File: config.mk
export PLATFORM = sky130hd
export DESIGN_NAME = symbol_timing_search_flat
export DESIGN_NICKNAME = d
export VERILOG_FILES = /design/src/rtl/rx_ctrl_pkg.sv /design/src/rtl/symbol_timing_search_if.sv /design/src/rtl/sym_counter.sv /design/src/rtl/symbol_timing_search.sv /design/src/flat_wrapper.sv
export SDC_FILE = /design/constraint.sdc
export NUM_CORES = 1
export LEC_CHECK = 0
export CORE_ASPECT_RATIO = 0.6
export CORE_MARGIN = 1
export CORE_UTILIZATION = 56
export CTS_CLUSTER_SIZE = 20
export DETAILED_ROUTE_END_ITERATION = 10
export GPL_TIMING_DRIVEN = 0
export PLACE_DENSITY = 0.82
export SLEW_MARGIN = 25
export SYNTH_ARGS = -nofsm -noshare
export SYNTH_HDL_FRONTEND = slang
export SYNTH_SLANG_ARGS = --single-unit
export TNS_END_PERCENT = 5
File: constraint.sdc
create_clock -name clk -period 3.8 [get_ports clk]
set_input_delay 0.57 -clock clk [delete_from_list [all_inputs] [get_ports clk]]
set_output_delay 0.57 -clock clk [all_outputs]
set_load 0.01 [all_outputs]
File: src/rtl/rx_ctrl_pkg.sv
// rtl/rx_ctrl_pkg.sv - shared receiver-control types and constants
// Purpose: FSM state encoding, phase count, default symbol counts and the
//          accumulator error width shared by the timing-search block.
package rx_ctrl_pkg;

  localparam int ERR_W            = 56;
  localparam int NUM_PHASES       = 4;
  localparam int DEF_SETTLE_SYMS  = 32;
  localparam int DEF_TIMEOUT_SYMS = 4096;

  typedef enum logic [2:0] {
    S_IDLE,
    S_SET_PHASE,
    S_SETTLE,
    S_CLEAR,
    S_MEASURE,
    S_COMPARE,
    S_LOCKED
  } state_t;

endpackage

File: src/rtl/symbol_timing_search_if.sv
// rtl/symbol_timing_search_if.sv - error accumulator handshake bundle
// Purpose: groups the accumulator clear/done handshake and its I/Q error results.
// Ports:   acc_clear (controller -> accumulator), acc_done, acc_err_i, acc_err_q
//          (accumulator -> controller). master = controller, slave = accumulator.
interface symbol_timing_search_if #(
  parameter int ERR_W = rx_ctrl_pkg::ERR_W
);
  logic             acc_clear;
  logic             acc_done;
  logic [ERR_W-1:0] acc_err_i;
  logic [ERR_W-1:0] acc_err_q;

  modport master (output acc_clear, input acc_done, input acc_err_i, input acc_err_q);
  modport slave  (input acc_clear, output acc_done, output acc_err_i, output acc_err_q);
endinterface

File: src/rtl/sym_counter.sv
// rtl/sym_counter.sv - enable-gated up-counter with terminal-count detect
// Purpose: counts enables after a sync clear; flags the enable that reaches TC.
// Ports:   clk, reset (sync, active-high), i_clear (sync clear), i_ena (count
//          enable), o_tc_hit (high on the enable that makes count == TC).
module sym_counter #(
  parameter int TC    = 32,
  parameter int CNT_W = $clog2(TC + 1)
) (
  input  logic clk,
  input  logic reset,
  input  logic i_clear,
  input  logic i_ena,
  output logic o_tc_hit
);

  logic [CNT_W-1:0] r_count;

  always_ff @(posedge clk) begin
    if (reset || i_clear) begin
      r_count <= '0;
    end else if (i_ena) begin
      r_count <= r_count + 1'b1;
    end
  end

  // Combinational so the owner can act on the same clk as the final enable.
  assign o_tc_hit = i_ena && (r_count == CNT_W'(TC - 1));

endmodule

File: src/rtl/symbol_timing_search.sv
// rtl/symbol_timing_search.sv - downsampler phase acquisition controller
// Purpose: sweeps ds_del over all phases, measures the accumulated I+Q slicer
//          error per phase and locks onto the phase with minimum error.
// Ports:   clk, reset (sync, active-high), sym_clk_ena (symbol enable),
//          start (search pulse), acc (accumulator handshake, master side),
//          ds_del (phase select), busy, locked, fail, best_metric.
module symbol_timing_search
  import rx_ctrl_pkg::*;
#(
  parameter int ERR_W        = rx_ctrl_pkg::ERR_W,
  parameter int SETTLE_SYMS  = rx_ctrl_pkg::DEF_SETTLE_SYMS,
  parameter int TIMEOUT_SYMS = rx_ctrl_pkg::DEF_TIMEOUT_SYMS
) (
  input  logic                          clk,
  input  logic                          reset,
  input  logic                          sym_clk_ena,
  input  logic                          start,
  symbol_timing_search_if.master        acc,
  output logic [1:0]                    ds_del,
  output logic                          busy,
  output logic                          locked,
  output logic                          fail,
  output logic [ERR_W:0]                best_metric
);

  localparam logic [1:0]     LAST_PHASE = 2'(NUM_PHASES - 1);
  localparam logic [ERR_W:0] METRIC_MAX = '1;

  state_t         r_state, w_state_next;
  logic [1:0]     r_phase, r_best_phase, r_ds_del;
  logic [ERR_W:0] r_metric, r_best, r_best_metric;
  logic           r_phase_valid, r_best_valid;
  logic           r_busy, r_locked, r_fail, r_acc_clear;
  logic           w_settle_done, w_timeout;
  logic [ERR_W:0] w_sum;
  logic           w_take;
  logic [ERR_W:0] w_cmp_best;
  logic [1:0]     w_cmp_phase;
  logic           w_cmp_valid;

  sym_counter #(.TC(SETTLE_SYMS)) u_settle_cnt (
    .clk      (clk),
    .reset    (reset),
    .i_clear  (r_state == S_SET_PHASE),
    .i_ena    ((r_state == S_SETTLE) && sym_clk_ena),
    .o_tc_hit (w_settle_done)
  );

  sym_counter #(.TC(TIMEOUT_SYMS)) u_timeout_cnt (
    .clk      (clk),
    .reset    (reset),
    .i_clear  (r_state == S_CLEAR),
    .i_ena    ((r_state == S_MEASURE) && sym_clk_ena),
    .o_tc_hit (w_timeout)
  );

  // One extra bit so the I+Q sum can never wrap.
  assign w_sum = {1'b0, acc.acc_err_i} + {1'b0, acc.acc_err_q};

  // Strict less-than keeps the earlier (lower) phase on ties.
  assign w_take      = r_phase_valid && (!r_best_valid || (r_metric < r_best));
  assign w_cmp_best  = w_take ? r_metric : r_best;
  assign w_cmp_phase = w_take ? r_phase  : r_best_phase;
  assign w_cmp_valid = r_best_valid || r_phase_valid;

  always_ff @(posedge clk) begin
    if (reset) r_state <= S_IDLE;
    else       r_state <= w_state_next;
  end

  always_comb begin
    w_state_next = r_state;
    case (r_state)
      S_IDLE, S_LOCKED: if (start) w_state_next = S_SET_PHASE;
      S_SET_PHASE:      w_state_next = S_SETTLE;
      S_SETTLE:         if (w_settle_done) w_state_next = S_CLEAR;
      S_CLEAR:          w_state_next = S_MEASURE;
      S_MEASURE:        if (acc.acc_done || w_timeout) w_state_next = S_COMPARE;
      S_COMPARE: begin
        if (r_phase != LAST_PHASE) w_state_next = S_SET_PHASE;
        else if (w_cmp_valid)      w_state_next = S_LOCKED;
        else                       w_state_next = S_IDLE;
      end
      default:          w_state_next = S_IDLE;
    endcase
  end

  always_ff @(posedge clk) begin
    if (reset) begin
      r_phase       <= '0;
      r_best_phase  <= '0;
      r_ds_del      <= '0;
      r_metric      <= '0;
      r_best        <= '0;
      r_best_metric <= '0;
      r_phase_valid <= 1'b0;
      r_best_valid  <= 1'b0;
      r_busy        <= 1'b0;
      r_locked      <= 1'b0;
      r_fail        <= 1'b0;
      r_acc_clear   <= 1'b0;
    end else begin
      // Registered so the pulse lines up exactly with the CLEAR state.
      r_acc_clear <= (w_state_next == S_CLEAR);
      case (r_state)
        S_IDLE, S_LOCKED: begin
          if (start) begin
            r_phase      <= '0;
            r_best_valid <= 1'b0;
            r_busy       <= 1'b1;
            r_locked     <= 1'b0;
            r_fail       <= 1'b0;
          end
        end
        S_SET_PHASE: r_ds_del <= r_phase;
        S_MEASURE: begin
          if (acc.acc_done) begin
            r_metric      <= w_sum;
            r_phase_valid <= 1'b1;
          end else if (w_timeout) begin
            r_metric      <= METRIC_MAX;
            r_phase_valid <= 1'b0;
          end
        end
        S_COMPARE: begin
          r_best       <= w_cmp_best;
          r_best_phase <= w_cmp_phase;
          r_best_valid <= w_cmp_valid;
          if (r_phase != LAST_PHASE) begin
            r_phase <= r_phase + 1'b1;
          end else if (w_cmp_valid) begin
            r_ds_del      <= w_cmp_phase;
            r_best_metric <= w_cmp_best;
            r_locked      <= 1'b1;
            r_busy        <= 1'b0;
          end else begin
            r_ds_del <= '0;
            r_fail   <= 1'b1;
            r_busy   <= 1'b0;
          end
        end
        default: ;
      endcase
    end
  end

  assign acc.acc_clear = r_acc_clear;
  assign ds_del        = r_ds_del;
  assign busy          = r_busy;
  assign locked        = r_locked;
  assign fail          = r_fail;
  assign best_metric   = r_best_metric;

endmodule

File: src/flat_wrapper.sv
// flat-port wrapper written by rule: the top's interface ports become plain ports
module symbol_timing_search_flat import rx_ctrl_pkg::*;
#(
  parameter int ERR_W        = rx_ctrl_pkg::ERR_W,
  parameter int SETTLE_SYMS  = rx_ctrl_pkg::DEF_SETTLE_SYMS,
  parameter int TIMEOUT_SYMS = rx_ctrl_pkg::DEF_TIMEOUT_SYMS
)
  (clk, reset, sym_clk_ena, start, ds_del, busy, locked, fail, best_metric, acc_acc_clear, acc_acc_done, acc_acc_err_i, acc_acc_err_q);
  symbol_timing_search_if #(.ERR_W(ERR_W)) acc_i ();
  input  logic clk;
  input  logic reset;
  input  logic sym_clk_ena;
  input  logic start;
  output logic [1:0] ds_del;
  output logic busy;
  output logic locked;
  output logic fail;
  output logic [ERR_W:0] best_metric;
  output wire logic [$bits(acc_i.acc_clear)-1:0] acc_acc_clear;
  input wire logic [$bits(acc_i.acc_done)-1:0] acc_acc_done;
  input wire logic [$bits(acc_i.acc_err_i)-1:0] acc_acc_err_i;
  input wire logic [$bits(acc_i.acc_err_q)-1:0] acc_acc_err_q;
  assign acc_acc_clear = acc_i.acc_clear;
  assign acc_i.acc_done = acc_acc_done;
  assign acc_i.acc_err_i = acc_acc_err_i;
  assign acc_i.acc_err_q = acc_acc_err_q;
  symbol_timing_search #(.ERR_W(ERR_W), .SETTLE_SYMS(SETTLE_SYMS), .TIMEOUT_SYMS(TIMEOUT_SYMS)) u_core (.clk(clk), .reset(reset), .sym_clk_ena(sym_clk_ena), .start(start), .acc(acc_i), .ds_del(ds_del), .busy(busy), .locked(locked), .fail(fail), .best_metric(best_metric));
endmodule
* After elaboration in Yosys (flattened, before gate mapping) *
Cells that the tools add are included.

storage, ports and cells
  bits in registers = 205
  output and inout bits = 63
  logic and storage cells = 89
  input port bits = 117

operators by class
  equal/unequal tests = 15
  add/sub/neg operators = 4
  bitwise operators = 1
  order comparisons = 1
  reduce and logical (&&, ||, !) cells = 24
  mux-type cells = 29

operators with widths
  kind                                              number
  two-way mux 57 bit                                3
  adder 56 x 56 -> 57 bit                           1
  less-than comparator 57 bit                       1
  case mux 3 bit (6 select lines)                   1
  two-way mux 3 bit                                 5
  adder 13 x 1 -> 13 bit (second input constant)    1
  == test 13 x 12 -> 1 bit (second input constant)  1
  two-way mux 2 bit                                 5
  == test 3 x 2 -> 1 bit (second input constant)    3
  == test 3 bit (second input constant)             3
  two-way mux 1 bit                                 9
  AND reduction 3 bit                               3
  != test 2 bit (second input constant)             4
  case mux 1 bit (2 select lines)                   4
  case mux 2 bit (2 select lines)                   2
  AND reduction 4 bit                               2
  adder 6 x 1 -> 6 bit (second input constant)      1
  == test 6 x 5 -> 1 bit (second input constant)    1
  AND reduction 2 bit                               3
  nonzero test 2 bit                                3
  logical AND 1 bit                                 5
  logical OR 1 bit                                  5
  != test 2 x 1 -> 1 bit (second input constant)    2
  == test 3 x 1 -> 1 bit (second input constant)    1
  5 further kinds                                   5

* Logic depth before layout (Yosys ltp) *
  depth in word-level cells = 7
  mapped depth = 14
  mapped depth without buffers = 12

* Modules after synthesis *
A second synthesis with hierarchy kept.

unflattened totals
  cells, all modules = 1591
  area, all modules = 12981.2 µm²

by module, submodules not included
  module                              seq. area each (µm²)  cells an instance  area each (µm²)  times used
  symbol_timing_search                3723.6                1498               12137.9          1
  sym_counter (u_core.u_timeout_cnt)  260.2                 66                 586.8            1
  sym_counter (u_core.u_settle_cnt)   120.1                 27                 256.5            1

* Worst setup path after synthesis *
No wires, ideal clock.

  path kind = input to register
  from = in acc_acc_err_q[0]
  to = reg u_core.r_metric[46]
  cell stages on the path = 12
  buffers on the path = 0
  data required time = 3.714 ns
  data arrival time = 2.976 ns
  slack = 0.738 ns
  setup time = 0.086 ns
  cells stage by stage = ha_1 -> fa_1 -> a211oi_1 -> o21a_1 -> a211oi_2 -> o21ai_0 -> a21oi_1 -> a31oi_1 -> o31ai_1 -> a21oi_1 -> xor2_1 -> a211oi_1

on the way
  word-level cells in the longest chain between the ends = 2

RTL lines
  element                  RTL line                     source
  start: declaration       flat_wrapper.sv:22           input wire logic [$bits(acc_i.acc_err_q)-1:0] acc_acc_err_q;
  adder 56 x 56 -> 57 bit  symbol_timing_search.sv:58   assign w_sum = {1'b0, acc.acc_err_i} + {1'b0, acc.acc_err_q};
  two-way mux 57 bit       symbol_timing_search.sv:117  if (acc.acc_done) begin
  end signal: assignment   symbol_timing_search.sv:118  r_metric <= w_sum;
  end: declaration         symbol_timing_search.sv:31   logic [ERR_W:0] r_metric, r_best, r_best_metric;

No other way between the ends.
A chain may end at the register's enable or synchronous reset.

* Final worst setup path *
  from = in acc_acc_err_i[3]
  to = reg u_core.r_metric[49]

on the way
  word-level cells in the longest chain between the ends = 2

RTL lines
  element                  RTL line                     source
  start: declaration       flat_wrapper.sv:21           input wire logic [$bits(acc_i.acc_err_i)-1:0] acc_acc_err_i;
  adder 56 x 56 -> 57 bit  symbol_timing_search.sv:58
  two-way mux 57 bit       symbol_timing_search.sv:117

No other way between the ends.

==> results.md <==
- CTS max path bufs: 3
- Logic pwr share: 0.226
- Clk sinks: 205
- Crit path largest cell delay: 490 ps
- Switching Fraction: 0.2851
- Initial antenna violation count: 0
- Share of the synthesized area in the top cell type: 0.3233
- Max transition margin: 0.4156
- Number of buffers and inverters on the critical path: 1
- Main area contributors after synthesis: dfxtp_1, ha_1, mux2i_1, nor2_1, a211oi_1
- Synth Register Bits: 205
- Commonest register cell after synthesis: dfxtp_1
- Routed via count: 11940
- CTS Hold Bufs: 0
- P&R area growth vs syn: 22.83%
- IO buf count: 178
- Max-slew violations: 0
- Worst hold path depth: 2
- Clock power share: 0.377
- Post-Synth Simple-Gate Area: 0.1522
- Power Density: 367.0 nW/um^2
- Flop pwr share: 0.397
- Top Family by Delay on Critical Path: compound AO/OA/AOI/OAI gates
- Final setup vio count: 0
- Total core area: 22120 um^2
- CP Capture Type: register
- Post-synth EDFFs: 0
- Main combinational cell family by area after synthesis: compound AO/OA/AOI/OAI gates
- CTS buffer count: 21
- First-pass GRT wire length: 57.23 mm
- Largest net degree at the start of global routing: 14
- Fin. Hold Viols: 0
- Final nets: 1929
- Max Clock Freq: 0.2754 GHz
- Routed Antenna Nets: 0
- Mux share of post-synthesis cell area: 0.09482
- Peak supply drop: 0.2776 mV
- Sw power: 1.632 mW
- Count of cell types in the netlist: 69
- Final Critical Period: 3631 ps
- Post-route setup TNS: 0 ps
- Routed wire length: 36.42 mm
- Clk slew on worst S/H paths: 60 ps
- Avg Synthesized Cell Area: 8.491 um^2
- WP data arrival: 4040 ps
- GRT Util Overall: 0.3069
- Dpl hpwl: 28.40 mm
- Post-synthesis compound-gate area fraction: 0.2078
- Vias per inst: 5.918
- GP Congestion: 1.022
- Final Skew: 16.10 ps
- RSZ-0062 raised after global routing: no
- Routed len/inst: 18.06 um
- Layout cells sized above 1: 0.05208
- Mapped Cells: 1495
- Worst hold-check path type: register to register
- # IOs: 180
- Area leader, netlist: dfxtp_1
- Drt initial violations: 1182
- Sequential share of the synthesized area: 0.3233
- Initial Util: 0.5738
- DRC errors left: 0
- Tot Pwr: 5.723 mW
- Root Buffer: clkbuf_16
- Worst setup SP type: primary input
- CP max-delay cell: a31oi_1
- P_int: 4.091 mW
- Post-Synthesis Net Count: 1728
- Fraction of the mapped netlist area in adder cells: 0.1149
- Chip width: 196.4 um
- Critical path depth: 12
- Tcrit/Tclk final: 0.9555
- Worst-Margin Slew: 873.8 ps
- Vias in the first global route: 11010
- Gr ovfl total: 0
- Lkg Pwr: 6.643 nW
- Height of the chip: 118.6 um
- Outcome: complete, no violations
- Cell row count: 42
- Crit path kind: primary input to register
- DRT Pass-1 Iters: 5
- R2R depth: 14
- Async SR Flop Fraction: 0
- Die ar.: 23300 um^2
- R2R Setup Slk: 410 ps
- Largest fanout on the critical path: 5
- Antenna Cells: 0
- Post-CTS setup buffers: 0
- Worst path cell trace: clkdlybuf4s50_1, ha_1, a21o_1, a21oi_1, a211o_1, a21oi_1, o21ai_0, nand2_1, a31oi_1, o21ai_0, xnor2_1, a211oi_1
- Max-Cap Viols: 0
- # H-tree levels: 1
- Worst Path Required: 4210 ps
- CTS tree: built
- XOR/XNOR Fraction of Synth Area: 0.04416
- Clk_lat worst skew: 500 ps
- Synth warn: 0
- Synth Cell Area: 12690 um^2
[final timing paths]
path / start / endpoint
hold reg to reg: u_core.locked$_SDFFE_PP0P_ / u_core.locked$_SDFFE_PP0P_
hold / removal: u_core.locked$_SDFFE_PP0P_ / u_core.locked$_SDFFE_PP0P_
setup / recovery: acc_acc_err_i[3] / u_core.r_metric[49]$_SDFFE_PP0P_
setup reg to reg: u_core.r_best[46]$_SDFFE_PP0P_ / u_core.r_best[52]$_SDFFE_PP0P_
[cells in the mapped netlist (5+ instances only)]
cell / number
nor2_1: 215
dfxtp_1: 205
mux2i_1: 118
ha_1: 115
a21oi_1: 102
a211oi_1: 95
inv_1: 81
nand2_1: 59
o21ai_0: 54
clkbuf_1: 49
a21o_1: 48
nor3_1: 37
nand4_1: 35
xnor2_1: 33
xor2_1: 31
a221oi_1: 22
buf_2: 19
nand3_1: 16
o21bai_1: 16
nor2b_1: 11
a31oi_1: 8
o211ai_1: 8
o21a_1: 8
buf_6: 7
and2_1: 6
buf_1: 6
buf_4: 6
nand2b_1: 6
nor4_1: 6
or3_1: 6
nor3b_1: 5
[repair_timing]
item / CTS / global route
resized for setup: 1 / 3
endpoints found under the hold margin: 0 / 0
setup endpoints to repair: 3 / 10
[sequential cells by signal, summed over array words and instances, names as in the netlist]
signal and cells:
u_core.r_state 3, u_core.fail 1, u_core.r_metric 57, u_core.u_timeout_cnt.r_count 13, u_core.r_best_valid 1, u_core.r_phase 2
u_core.locked 1, u_core.u_settle_cnt.r_count 6, u_core.r_best_phase 2, u_core.r_best 57, u_core.busy 1, u_core.best_metric 57
u_core.r_phase_valid 1, u_core.acc.acc_clear 1, u_core.ds_del 2
[area by class of cell]
cell class                      count  area, um^2
Buffer                             94       494.2
Sequential cell                   205        4104
Multi-Input combinational cell   1115        7812
Tap cell                          308       385.4
Timing Repair Buffer              178        1782
Fill cell                        1748        6531
Clock inverter                      3       90.09
Clock buffer                       33       620.6
Inverter                           81       304.0
[power groups by stage]
stage	combinational [mW]	clock, mW	sequential (mW)
finish	1.29	2.16	2.27
global route	1.40	2.26	2.28
CTS	1.26	2.16	2.27
detailed placement	1.25	0	2.32
global placement	1.22	0	2.31
floorplan	0.858	0	2.29
[cell families after synthesis]
logic type | Yosys count
AND/OR/NAND/NOR | 423
AO/OA/AOI/OAI | 392
flip-flops | 205
buffers and inverters | 175
multiplexers | 120
adder cells (fa/ha/maj) | 116
XOR/XNOR | 64
[worst register-to-register path: cells and delay by family, from the launching register on]
kind	cells	cell delay, ps
AO/OA/AOI/OAI	8	1670
adder cells (fa/ha/maj)	1	310
buffers and inverters	3	680
flip-flops	1	350
multiplexers	1	200
AND/OR/NAND/NOR	1	50
[cell usage in the layout (no fill, tap or decap), types with 4 or more instances in the layout]
cell / Yosys / layout
clkbuf_8: 3 / 8
xnor2_1: 33 / 33
o21a_1: 8 / 8
nand4_1: 35 / 35
dfxtp_1: 205 / 205
or3_1: 6 / 6
o21bai_1: 16 / 16
mux2i_1: 118 / 118
o211ai_1: 8 / 8
a211oi_1: 95 / 94
and4_1: 4 / 4
clkbuf_16: 0 / 21
nand3_1: 16 / 16
nor4_1: 6 / 6
ha_1: 115 / 115
clkbuf_1: 49 / 56
nor2b_1: 11 / 11
and2_1: 6 / 6
a221oi_1: 22 / 22
nor3b_1: 5 / 5
nand2_1: 59 / 59
buf_6: 7 / 7
o21ai_0: 54 / 53
buf_2: 19 / 19
a31oi_1: 8 / 8
buf_1: 6 / 6
buf_4: 6 / 6
clkdlybuf4s50_1: 0 / 178
a21o_1: 48 / 48
nor3_1: 37 / 37
nor2_1: 215 / 215
inv_1: 81 / 81
nand2b_1: 6 / 6
xor2_1: 31 / 31
a21oi_1: 102 / 101
[stage by stage]
step,hold WS (ps),setup slack [ps],util,cell area [um^2],std cells
2_1_floorplan,456.9,738.4,-,12690,1495
3_3_place_gp,449.7,-516.7,0.6718,14860,1981
3_5_place_dp,450.7,-510.9,0.6720,14870,1981
4_1_cts,458.9,3.757,0.7043,15580,2017
5_1_grt,488.4,22.46,0.7048,15590,2017
6_report,466.2,169.1,0.7048,15590,2017
[layer usage]
layer	vias to the layer above	wire, um	global-route usage	part of all wire
met1	5525	16710	0.4481	0.46
li1	5787	-	-	-
met5	-	0	0	0
met2	563	15380	0.4676	0.42
met3	62	3542	0.04852	0.097
met4	0	793	0.07666	0.022
No activity file was read; power rests on OpenSTA's default activity.
